**config.mk**
```make
export PLATFORM = sky130hd
export DESIGN_NAME = instr_fetch_queue
export DESIGN_NICKNAME = d
export VERILOG_FILES = /design/src/rtl/instr_fetch_queue.sv
export SDC_FILE = /design/constraint.sdc
export NUM_CORES = 1
export LEC_CHECK = 0
export ABC_AREA = 1
export CORE_ASPECT_RATIO = 0.8
export CORE_UTILIZATION = 40
export CTS_BUF_LIST = sky130_fd_sc_hd__clkbuf_16
export DETAILED_ROUTE_END_ITERATION = 10
export SLEW_MARGIN = 20
export SYNTH_ARGS = -nofsm -noshare
export SYNTH_HDL_FRONTEND = slang
export SYNTH_SLANG_ARGS = --single-unit
```
**constraint.sdc**
```tcl
create_clock -name clk -period 6.7 [get_ports clk]
set_input_delay 1.34 -clock clk [delete_from_list [all_inputs] [get_ports clk]]
set_output_delay 1.34 -clock clk [all_outputs]
set_load 0.05 [all_outputs]
```
**src/rtl/instr_fetch_queue.sv**
```systemverilog
`default_nettype none
// ============================================================================
// Module      : instr_fetch_queue
// Description : RV32I fetch stage. Owns the PC, issues in-order instruction
//               memory requests under a credit limit of DEPTH, and queues the
//               returned words for decode as {instr, pc, pc+4}. An execute
//               redirect flushes the queue and drops in-flight responses.
//               Optional macro FETCH_MISALIGN_EN: a misaligned redirect
//               target enters a TRAP state and queues a marked nop.
// Revision    : 1.0 - initial release
// ============================================================================
module instr_fetch_queue #(
    parameter logic [31:0] RESET_PC = 32'h0000_0000,
    parameter int          DEPTH    = 2
) (
    input  logic        clk,
    input  logic        rst_n,
    input  logic        redirect_valid,
    input  logic [31:0] redirect_pc,
    output logic        imem_req_valid,
    input  logic        imem_req_ready,
    output logic [31:0] imem_addr,
    input  logic        imem_rsp_valid,
    input  logic [31:0] imem_rsp_data,
    output logic        id_valid,
    input  logic        id_ready,
    output logic [31:0] id_instr,
    output logic [31:0] id_pc,
    output logic [31:0] id_pcplus4,
    output logic        id_misalign
);

    localparam int              c_cnt_w    = $clog2(DEPTH + 1);
    localparam int              c_ptr_w    = (DEPTH > 1) ? $clog2(DEPTH) : 1;
    localparam logic [c_ptr_w-1:0] c_last_idx = c_ptr_w'(DEPTH - 1);
    localparam logic [31:0]     c_nop      = 32'h0000_0013;

    typedef enum logic [0:0] {
        ST_RUN  = 1'b0,
        ST_TRAP = 1'b1
    } state_t;

    state_t               r_state;
    state_t               w_state_nxt;

    logic [31:0]          r_pc;
    logic [31:0]          r_rsp_pc;
    logic [c_cnt_w-1:0]   r_count;
    logic [c_cnt_w-1:0]   r_outstanding;
    logic [c_cnt_w-1:0]   r_drop_cnt;
    logic [c_ptr_w-1:0]   r_wptr;
    logic [c_ptr_w-1:0]   r_rptr;
    logic                 r_trap_pend;
    logic [31:0]          r_q_instr [DEPTH];
    logic [31:0]          r_q_pc    [DEPTH];
`ifdef FETCH_MISALIGN_EN
    logic                 r_q_mis   [DEPTH];
`endif

    logic [31:0]          w_redir_pc;
    logic                 w_redir_mis;
    logic [c_cnt_w:0]     w_inflight;
    logic                 w_req_valid;
    logic                 w_req_fire;
    logic                 w_rsp_take;
    logic                 w_rsp_push;
    logic                 w_push;
    logic                 w_pop;

`ifdef FETCH_MISALIGN_EN
    assign w_redir_pc  = redirect_pc;
    assign w_redir_mis = redirect_valid && (redirect_pc[1:0] != 2'b00);
`else
    // Low target bits are cleared so fetch always stays word aligned.
    assign w_redir_pc  = redirect_pc & 32'hFFFF_FFFC;
    assign w_redir_mis = 1'b0;
`endif

    // Responses with nothing outstanding are stale (e.g. from before a reset).
    assign w_inflight = {1'b0, r_count} + {1'b0, r_outstanding};
    assign w_req_fire = w_req_valid && imem_req_ready;
    assign w_rsp_take = imem_rsp_valid && (r_outstanding != '0);
    assign w_rsp_push = w_rsp_take && (r_drop_cnt == '0);
    assign w_push     = !redirect_valid && (w_rsp_push || r_trap_pend);
    assign w_pop      = (r_count != '0) && id_ready;

    // FSM state register.
    always_ff @(posedge clk) begin
        if (!rst_n) begin
            r_state <= ST_RUN;
        end else begin
            r_state <= w_state_nxt;
        end
    end

    // FSM next state and request issue; credit counts queued plus in-flight.
    always_comb begin
        w_state_nxt = r_state;
        w_req_valid = 1'b0;
        case (r_state)
            ST_RUN:  w_req_valid = rst_n && !redirect_valid
                                   && (w_inflight < (c_cnt_w + 1)'(DEPTH));
            ST_TRAP: w_req_valid = 1'b0;
            default: w_req_valid = 1'b0;
        endcase
        if (redirect_valid) begin
            w_state_nxt = w_redir_mis ? ST_TRAP : ST_RUN;
        end
    end

    // PCs, counters and queue pointers; a redirect flushes everything at once.
    always_ff @(posedge clk) begin
        if (!rst_n) begin
            r_pc          <= RESET_PC;
            r_rsp_pc      <= RESET_PC;
            r_count       <= '0;
            r_outstanding <= '0;
            r_drop_cnt    <= '0;
            r_wptr        <= '0;
            r_rptr        <= '0;
            r_trap_pend   <= 1'b0;
        end else if (redirect_valid) begin
            r_pc          <= w_redir_pc;
            r_rsp_pc      <= w_redir_pc;
            r_count       <= '0;
            r_outstanding <= r_outstanding - c_cnt_w'(w_rsp_take);
            r_drop_cnt    <= r_outstanding - c_cnt_w'(w_rsp_take);
            r_wptr        <= '0;
            r_rptr        <= '0;
            r_trap_pend   <= w_redir_mis;
        end else begin
            r_trap_pend   <= 1'b0;
            r_outstanding <= r_outstanding + c_cnt_w'(w_req_fire) - c_cnt_w'(w_rsp_take);
            r_count       <= r_count + c_cnt_w'(w_push) - c_cnt_w'(w_pop);
            if (w_req_fire) begin
                r_pc <= r_pc + 32'd4;
            end
            if (w_rsp_take && (r_drop_cnt != '0)) begin
                r_drop_cnt <= r_drop_cnt - 1'b1;
            end
            if (w_rsp_push) begin
                r_rsp_pc <= r_rsp_pc + 32'd4;
            end
            if (w_push) begin
                r_wptr <= (r_wptr == c_last_idx) ? '0 : r_wptr + c_ptr_w'(1);
            end
            if (w_pop) begin
                r_rptr <= (r_rptr == c_last_idx) ? '0 : r_rptr + c_ptr_w'(1);
            end
        end
    end

    // Queue storage; the trap entry reuses r_pc, which holds the misaligned target.
    always_ff @(posedge clk) begin
        if (w_push) begin
            r_q_instr[r_wptr] <= r_trap_pend ? c_nop : imem_rsp_data;
            r_q_pc[r_wptr]    <= r_trap_pend ? r_pc  : r_rsp_pc;
`ifdef FETCH_MISALIGN_EN
            r_q_mis[r_wptr]   <= r_trap_pend;
`endif
        end
    end

    assign imem_req_valid = w_req_valid;
    assign imem_addr      = r_pc;
    assign id_valid       = rst_n && (r_count != '0);
    assign id_instr       = rst_n ? r_q_instr[r_rptr] : 32'h0;
    assign id_pc          = rst_n ? r_q_pc[r_rptr] : 32'h0;
    assign id_pcplus4     = rst_n ? (r_q_pc[r_rptr] + 32'd4) : 32'h0;
`ifdef FETCH_MISALIGN_EN
    assign id_misalign    = rst_n && r_q_mis[r_rptr];
`else
    assign id_misalign    = 1'b0;
`endif

endmodule
`default_nettype wire

```
==> impl.org, run 1 <==
** Status
- The run finished with clean final reports.

** STA
- Worst slew margin relative to its limit :: 43.1%
- The count of final hold-check violations was 0.
- Setup violations remaining at the end of the flow were counted as 0.
- Setup repair after global routing left no endpoint under its margin.
- Clock Skews :: 0.00974 ns
- Once routing completed, OpenROAD measured the worst setup slack at 1.53 ns.
- The worst path needs 5.17 ns of the cycle, external delays included.
- Setup total negative slack :: 0 ns
- For this run, the top clock speed supported by timing is 193 MHz.
- Period utilization :: 77.2%
- The count of pins over their slew limit was 0.
- For the pin with the worst max-slew slack, the measured transition is 0.854 ns.

** Synthesis
- Sequential elements use 48.8% of the synthesized area.
- After Yosys synthesis, XOR and XNOR cells account for 2.01% of the synthesized area.
- Sorting the synthesized cells by area gives the leading types as edfxtp_1 36%, nand2_1 16%, dfxtp_1 13%.
- Post-synthesis register bit count :: 193
- The top cell type by area accounts for 35.6% of the synthesized area.
- Synthesis instantiated 38 different standard cells from the library.
- Combinational family with the most area after synthesis :: simple AND/OR/NAND/NOR gates
- Summing every instance area after synthesis gives 0.0105 mm^2.
- Synthesized-area fraction occupied by adder cells :: 1.27%
- After synthesis, the share of flip-flops with an asynchronous set or reset is 0%.
- Number of synthesis warnings :: 0
- EDFF count, synth :: 124
- Ys flop type :: edfxtp_1
- Cell with the most instances after synthesis :: nand2_1
- After synthesis, the share of cell area in mux cells is 0%.
- Simple-Gate Fraction of Synth Area :: 32.0%
- Synth Area per Inst :: 7.40 um^2
- The cell count after synthesis came out at 1413.
- Complex-gate fraction of the synthesized area :: 8.14%
- Leading post-synthesis cells by instance count :: 452 x nand2_1, 262 x nor2_1, 130 x inv_1
- Dominant cell type by area after synthesis :: edfxtp_1

** Pwr
- Power density normalized to cell area :: 228 mW/mm^2
- The clock network is responsible for 34.2% of the overall power.
- Net switching is 31.6% of the power.
- Max rail drop VDD :: 148 uV
- Internal power summed over all cells :: 0.00206 W
- Combinational logic burns 19.8% of the power.
- Switching power summed over all nets :: 0.000953 W
- Leak pwr :: 5.20 nW
- Share of power burned in registers :: 46.0%

** Critical path
- Arrival time at the worst endpoint :: 3.83 ns
- The endpoint identified for the worst register-to-register timing path is r_q_instr[0][26].
- Among all stages on the critical path, the largest delay is contributed by clkdlybuf4s50_1.
- Counting stages on the worst path, the most repeated cell is nand2_1.
- Critical Path Sink Type :: primary output
- The worst register-to-register path has a setup slack of 3.67 ns.
- The setup path with the least slack is of type register to primary output.
- On the worst path, the slowest cell contributes a delay of 0.83 ns.
- Worst Path Max Fanout :: 36
- The number of cells on the worst reg-to-reg path is 9.
- RR Startpoint :: r_drop_cnt[0]
- Worst path cell trace :: inv_2 > nand2_1 > nand2_2 > ha_1 > nand2_2 > nor2_1 > inv_1 > nor2_2 > nand2_1 > nand2_1 > nand2_1 > nor2_1 > clkdlybuf4s50_1
- Launching element type of the critical path :: register
- STA puts the critical path data required time at 5.36 ns.

** Cells and area
- The repair_antennas step left the layout with diodes totalling 0.
- For this run, the number of standard cells in the final layout without fillers is 1949.
- Share of layout cells above drive strength 1 :: 5.44%
- Synth-to-layout area growth :: 26.2%
- Count of nets after finishing :: 1665

** CTS
- TritonCTS built the clock tree.
- Clock insertion delay at the later pin of the skew report :: 0.43 ns
- Clock-pin slew was measured on the worst setup and hold paths at 0.07 ns.
- Max Buffers Root-to-Sink :: 2
- Buffers inserted by post-CTS timing repair :: 0
- In this run the number of H-tree levels came out at 4.
- Post-cts resize count :: 0
- CTS Root Buffer Type :: clkbuf_16
- Number of CTS-inserted buffers :: 17
- TritonCTS Sinks :: 193
- The number of hold buffers added after CTS was 0.

** Die
- Width of the die :: 183 um
- Floorplan row count :: 52
- DIE AREA :: 0.0268 mm^2
- Top-level I/O count :: 201
- Measured along the y axis, the die boundary spans 147 um.
- For this configuration, the core starts out at a cell density of 41.0%.
- Area of the placeable core :: 0.0255 mm^2

** Place
- Setup Slack @ Placement :: 1.81 ns
- During placement, the flow inserted port buffers numbering 191.
- Final RePlAce weighted congestion :: 0.899
- Count of placed standard cells including taps :: 1917
- HPWL after detailed placement :: 20.8 mm

** Route
- Per-cell via count in the routed design :: 4.81
- The count of nets left with antenna violations once routing finished came out at 0.
- Before antenna repair, the detailed router went through 6 iterations.
- For this run, design rule violations remaining after detail routing come to 0.
- Routed length per placed instance :: 14.6 um
- Iteration-0 DRC count of the detailed router :: 588
- Summing over every cut layer, the via total after detailed routing is 9369.
- Overall routed net length :: 28.5 mm

** GRT
- Via count of the first global-routing pass :: 8709
- The number of antenna violations at the first check in global routing was 0.
- Total global-route track usage :: 21.9%
- Maximum number of pins on one net before global-route repair :: 63
- The first global-routing pass estimated 45.9 mm of wire.
- Grt ovf :: 0

** Min path
- Hold Path Depth :: 1
- The worst hold path belongs to the class register to register.
- Hold path startpoint :: r_rptr

** Run
- Number of max-cap violations :: 0
==> cell type report <==
class	count	area [um^2]
flip-flops and latches	193	5110
clock inverters	15	178
fillers	2505	12300
clock buffers	17	425
well taps	351	439
inverters	138	522
repair buffers	198	1960
multi-input cells	1037	4580
==> layer usage <==
layer | track usage (%) | part of all wire (%)
met1 | 31.8 | 49
met4 | 4.71 | 1.2
met5 | 0 | 0
met2 | 34.1 | 44
met3 | 3.57 | 5.8
==> cells by family after synthesis <==
group           after synthesis
fa+ha+maj                    10
simple gates                832
flops                       193
compound gates              164
buf+inv                     189
other cells                   1
xor+xnor                     24
==> flip-flops by register name, indices dropped and copies added, names as in the netlist, named ones only <==
name / cells
imem_addr: 30
r_count: 2
r_drop_cnt: 2
r_outstanding: 2
r_q_instr: 64
r_q_pc: 60
r_rptr: 1
r_rsp_pc: 30
r_wptr: 1
==> cells in the final DEF, fill, tap and decap left out, types with 5 or more instances in the layout <==
cell type        count
a21oi_1             63
conb_1               7
nor2_2              17
edfxtp_1           124
xor2_1              20
buf_4                7
nand2_1            452
ha_1                 9
o21ai_0             78
nand3_1             72
a31oi_1             15
nand2_2             10
clkdlybuf4s50_1    190
inv_6                5
nor2_1             261
dfxtp_1             68
clkbuf_16           17
inv_2                6
inv_1              129
==> power by group through the flow <==
stage          Sequential [W]  Combinational, W  Clock (W)
6_report              0.00138          0.000596    0.00103
5_1_grt               0.00139          0.000647    0.00110
4_1_cts               0.00138          0.000597    0.00105
3_5_place_dp          0.00141          0.000595          0
3_3_place_gp          0.00141          0.000591          0
2_1_floorplan         0.00143          0.000366          0
==> worst max path at each step <==
stage | start | cells past startpoint | end | slack (ns)
final | register | 13 | id_pcplus4[30] | 1.53
after global routing | register | 13 | id_pcplus4[30] | 1.15
after CTS | register | 13 | id_pcplus4[30] | 1.47
after detailed placement | rst_n | 6 | id_pcplus4[23] | 1.81
after global placement | rst_n | 6 | id_pcplus4[23] | 1.80
after floorplan | imem_rsp_valid | 6 | r_q_instr[1][0] | 1.65
==> per-stage QoR <==
step	utilization (%)	instance area (um^2)	power [W]	hold WS, ns
final	51.8	13200	0.00301	0.453
after detailed placement	49.4	12600	0.00201	0.436
after global placement	49.4	12600	0.00200	0.434
after global routing	51.8	13200	0.00314	0.480
after floorplan	-	10500	0.00180	0.426
after CTS	51.8	13200	0.00303	0.449
==> worst max-delay path, delay by kind of cell, from the launching register on <==
family | cells | cell delay [ns]
adder cells (fa/ha/maj) | 1 | 0.28
flip-flops | 1 | 0.53
AND/OR/NAND/NOR | 9 | 1.11
buffers and inverters | 3 | 1.47
No activity file was read; power rests on OpenSTA's default activity.
==> run 2: changes to the inputs <==
clock period = 4.8 ns   (was 6.7 ns; I/O delays follow)
==> run 2 against run 1 <==
Wire length grew 1.6%. Critical path type unchanged. Register-to-register slack lost 1.6 ns. Largest power group unchanged. Worst setup slack lost 0.95 ns.
==> impl.org, run 2 (same netlist as run 1, synthesis figures left out) <==
** Route
- Across all layers, the routed design uses 9445 vias.
- Per-cell via count in the routed design :: 4.83
- Dividing the detail-routed wire length by the instance count gives 14.8 um.
- Overall routed net length :: 28.9 mm
- The count of nets left with antenna violations once routing finished came out at 0.
- After the first detailed-routing iteration, the DRC count stood at 577.
- The first TritonRoute pass finished after 5 iterations.
- Post-route DRC violation count :: 0

** Critical path
- The largest single stage delay on the critical path is 0.83 ns.
- By instance count, the cell type seen most on the critical path is nand2_1.
- Required arrival time at the worst endpoint :: 3.84 ns
- Worst R2R End :: r_q_instr[1][16]
- STA classifies the critical path endpoint as a primary output.
- Worst Path Max Fanout :: 35
- Library cell contributing the largest single delay on the critical path :: clkdlybuf4s50_1
- For the worst flop-to-flop path, the logic depth is 10.
- Arrival time at the worst endpoint :: 3.27 ns
- STA classifies the critical path startpoint as a register.
- Crit Path Category :: register to primary output
- The most critical setup path has its endpoint at id_pcplus4[31].
- Kind of cell adding the most delay to the critical path :: buffers and inverters
- Buffers and inverters on the worst path :: 2
- Counting buffers and inverters, the worst setup path is 12 cells deep.
- The critical path goes through inv_2 > nand2_1 > nand2_2 > nand2_1 > nor2_1 > nand2_1 > nor2_2 > nand2_1 > nand2_1 > nand2_1 > nor2_2 > clkdlybuf4s50_1.
- RR Startpoint :: r_drop_cnt[0]
- Slack of the worst reg-to-reg path :: 2.06 ns

** STA
- Worst slew margin relative to its limit :: 48.9%
- Maximum operating frequency :: 237 MHz
- Actual transition at the worst max-transition pin :: 0.764 ns
- Setup repair after global routing left no endpoint under its margin.
- Clock Skews :: 0.0118 ns
- Pins Over Slew Limit :: 0
- For the final routed database, the setup TNS stands at 0 ns.
- Setup violations remaining at the end of the flow were counted as 0.
- Counting I/O delays and the setup requirement, the final critical path takes 4.23 ns.
- Period utilization :: 88.1%
- The count of final hold-check violations was 0.

** Cells and area
- Leaving out fill and tap cells, the most frequent cell in the layout is nand2_1.
- Final antenna diode count :: 0
- Highest-count cells in the layout ignoring fill and taps :: 452 x nand2_1, 261 x nor2_1, 144 x clkdlybuf4s50_1
- Largest register by flop count :: r_q_instr
- Share of layout cells above drive strength 1 :: 8.60%
- Count of nets after finishing :: 1671
- Relative to the synthesized area, the layout overhead comes to 26.2%.
- The register with the most flip-flops in the layout has 64 of them.
- Post-layout util :: 51.8%
- The largest registers in the layout are r_q_instr (64), r_q_pc (60).

** Run
- Max-cap violations in this run came to 0.

** Pwr
- Power density normalized to cell area :: 318 mW/mm^2
- Leak pwr :: 5.30 nW
- VDD sags by at most 224 uV.

** CTS
- The tree is rooted in a clkbuf_16.
- TritonCTS built the clock tree.
- In this run the number of H-tree levels came out at 4.
- TritonCTS Sinks :: 193
- Clock-pin slew was measured on the worst setup and hold paths at 0.07 ns.
- The clock reaches the later pin of the worst-skew pair after 0.43 ns.
- Post-cts resize count :: 0
- Buffers added to address setup during post-CTS repair amount to 0.
- CTS Hold Buffers Added :: 0
- Max Buffers Root-to-Sink :: 2
- The number of clock buffers added by TritonCTS is 17.

** GRT
- The number of antenna violations at the first check in global routing is 0.
- For this run, the total global-route usage over all layers was measured as 22.1%.
- Via count of the first global-routing pass :: 8737
- The first global-routing pass estimated 46.2 mm of wire.
- Entering global routing, the biggest net connects 63 pins.
- Grt ovf :: 0

** Die
- DIE HEIGHT :: 147 um
- Once the floorplan was initialized, standard cells occupied 41.0% of the core.
- The die is 183 um wide.
- The total area inside the core boundary comes to 0.0255 mm^2.
- The floorplan has 52 rows.
- DIE AREA :: 0.0268 mm^2
- Top-level I/O count :: 201

** Min path
- Hold/Removal Path Class :: register to register

** Place
- Final RePlAce weighted congestion :: 0.891
- Number of buffers inserted by port buffering :: 191
- Once detailed placement completed, the half-perimeter wirelength came to 21.4 mm.

** Status
- Outcome :: finished, final reports clean
## run 2: worst min-delay path by stage
stage / from / end / cells past startpoint
2_1_floorplan: r_rptr / register / 1
3_3_place_gp: r_rptr / register / 1
3_5_place_dp: r_rptr / register / 1
4_1_cts: r_rptr / register / 1
5_1_grt: r_rptr / register / 1
6_report: r_rptr / register / 1
## run 2: where the power goes
part	leakage, nW	total, W	internal (W)	switching, W
combinational	3.33	0.000838	0.000267	0.000571
sequential	1.70	0.00193	0.00186	0.0000739
clock	0.280	0.00143	0.000784	0.000648
total	5.30	0.00420	0.00291	0.00129
## run 2: layout make-up
cell class / instances / area, um^2
Clock inverter: 15 / 171
Clock buffer: 17 / 425
Timing Repair Buffer: 204 / 1960
Tap cell: 351 / 439
Multi-Input combinational cell: 1037 / 4570
Inverter: 138 / 520
Fill cell: 2475 / 12300
Sequential cell: 193 / 5110
## run 2: through the flow
stage | hold WS, ns | instance area, um^2 | power (W) | setup WS, ns | instances
after floorplan | 0.426 | 10500 | 0.00251 | 0.132 | 1419
after detailed placement | 0.441 | 12600 | 0.00281 | 1.01 | 1923
after CTS | 0.454 | 13200 | 0.00424 | 0.556 | 1955
after global placement | 0.436 | 12600 | 0.00280 | 1.04 | 1923
after global routing | 0.483 | 13200 | 0.00439 | 0.237 | 1955
final | 0.454 | 13200 | 0.00420 | 0.572 | 1955
## run 2: routing by layer
| metal | vias to the layer above | routed length [um] | GRT usage (%) |
|---|---|---|---|
| li1 | 4852 | - | - |
| met1 | 4259 | 14400 | 32.7 |
| met2 | 311 | 12400 | 33.6 |
| met3 | 23 | 1750 | 3.82 |
| met4 | 0 | 382 | 4.88 |
| met5 | - | 0 | 0 |
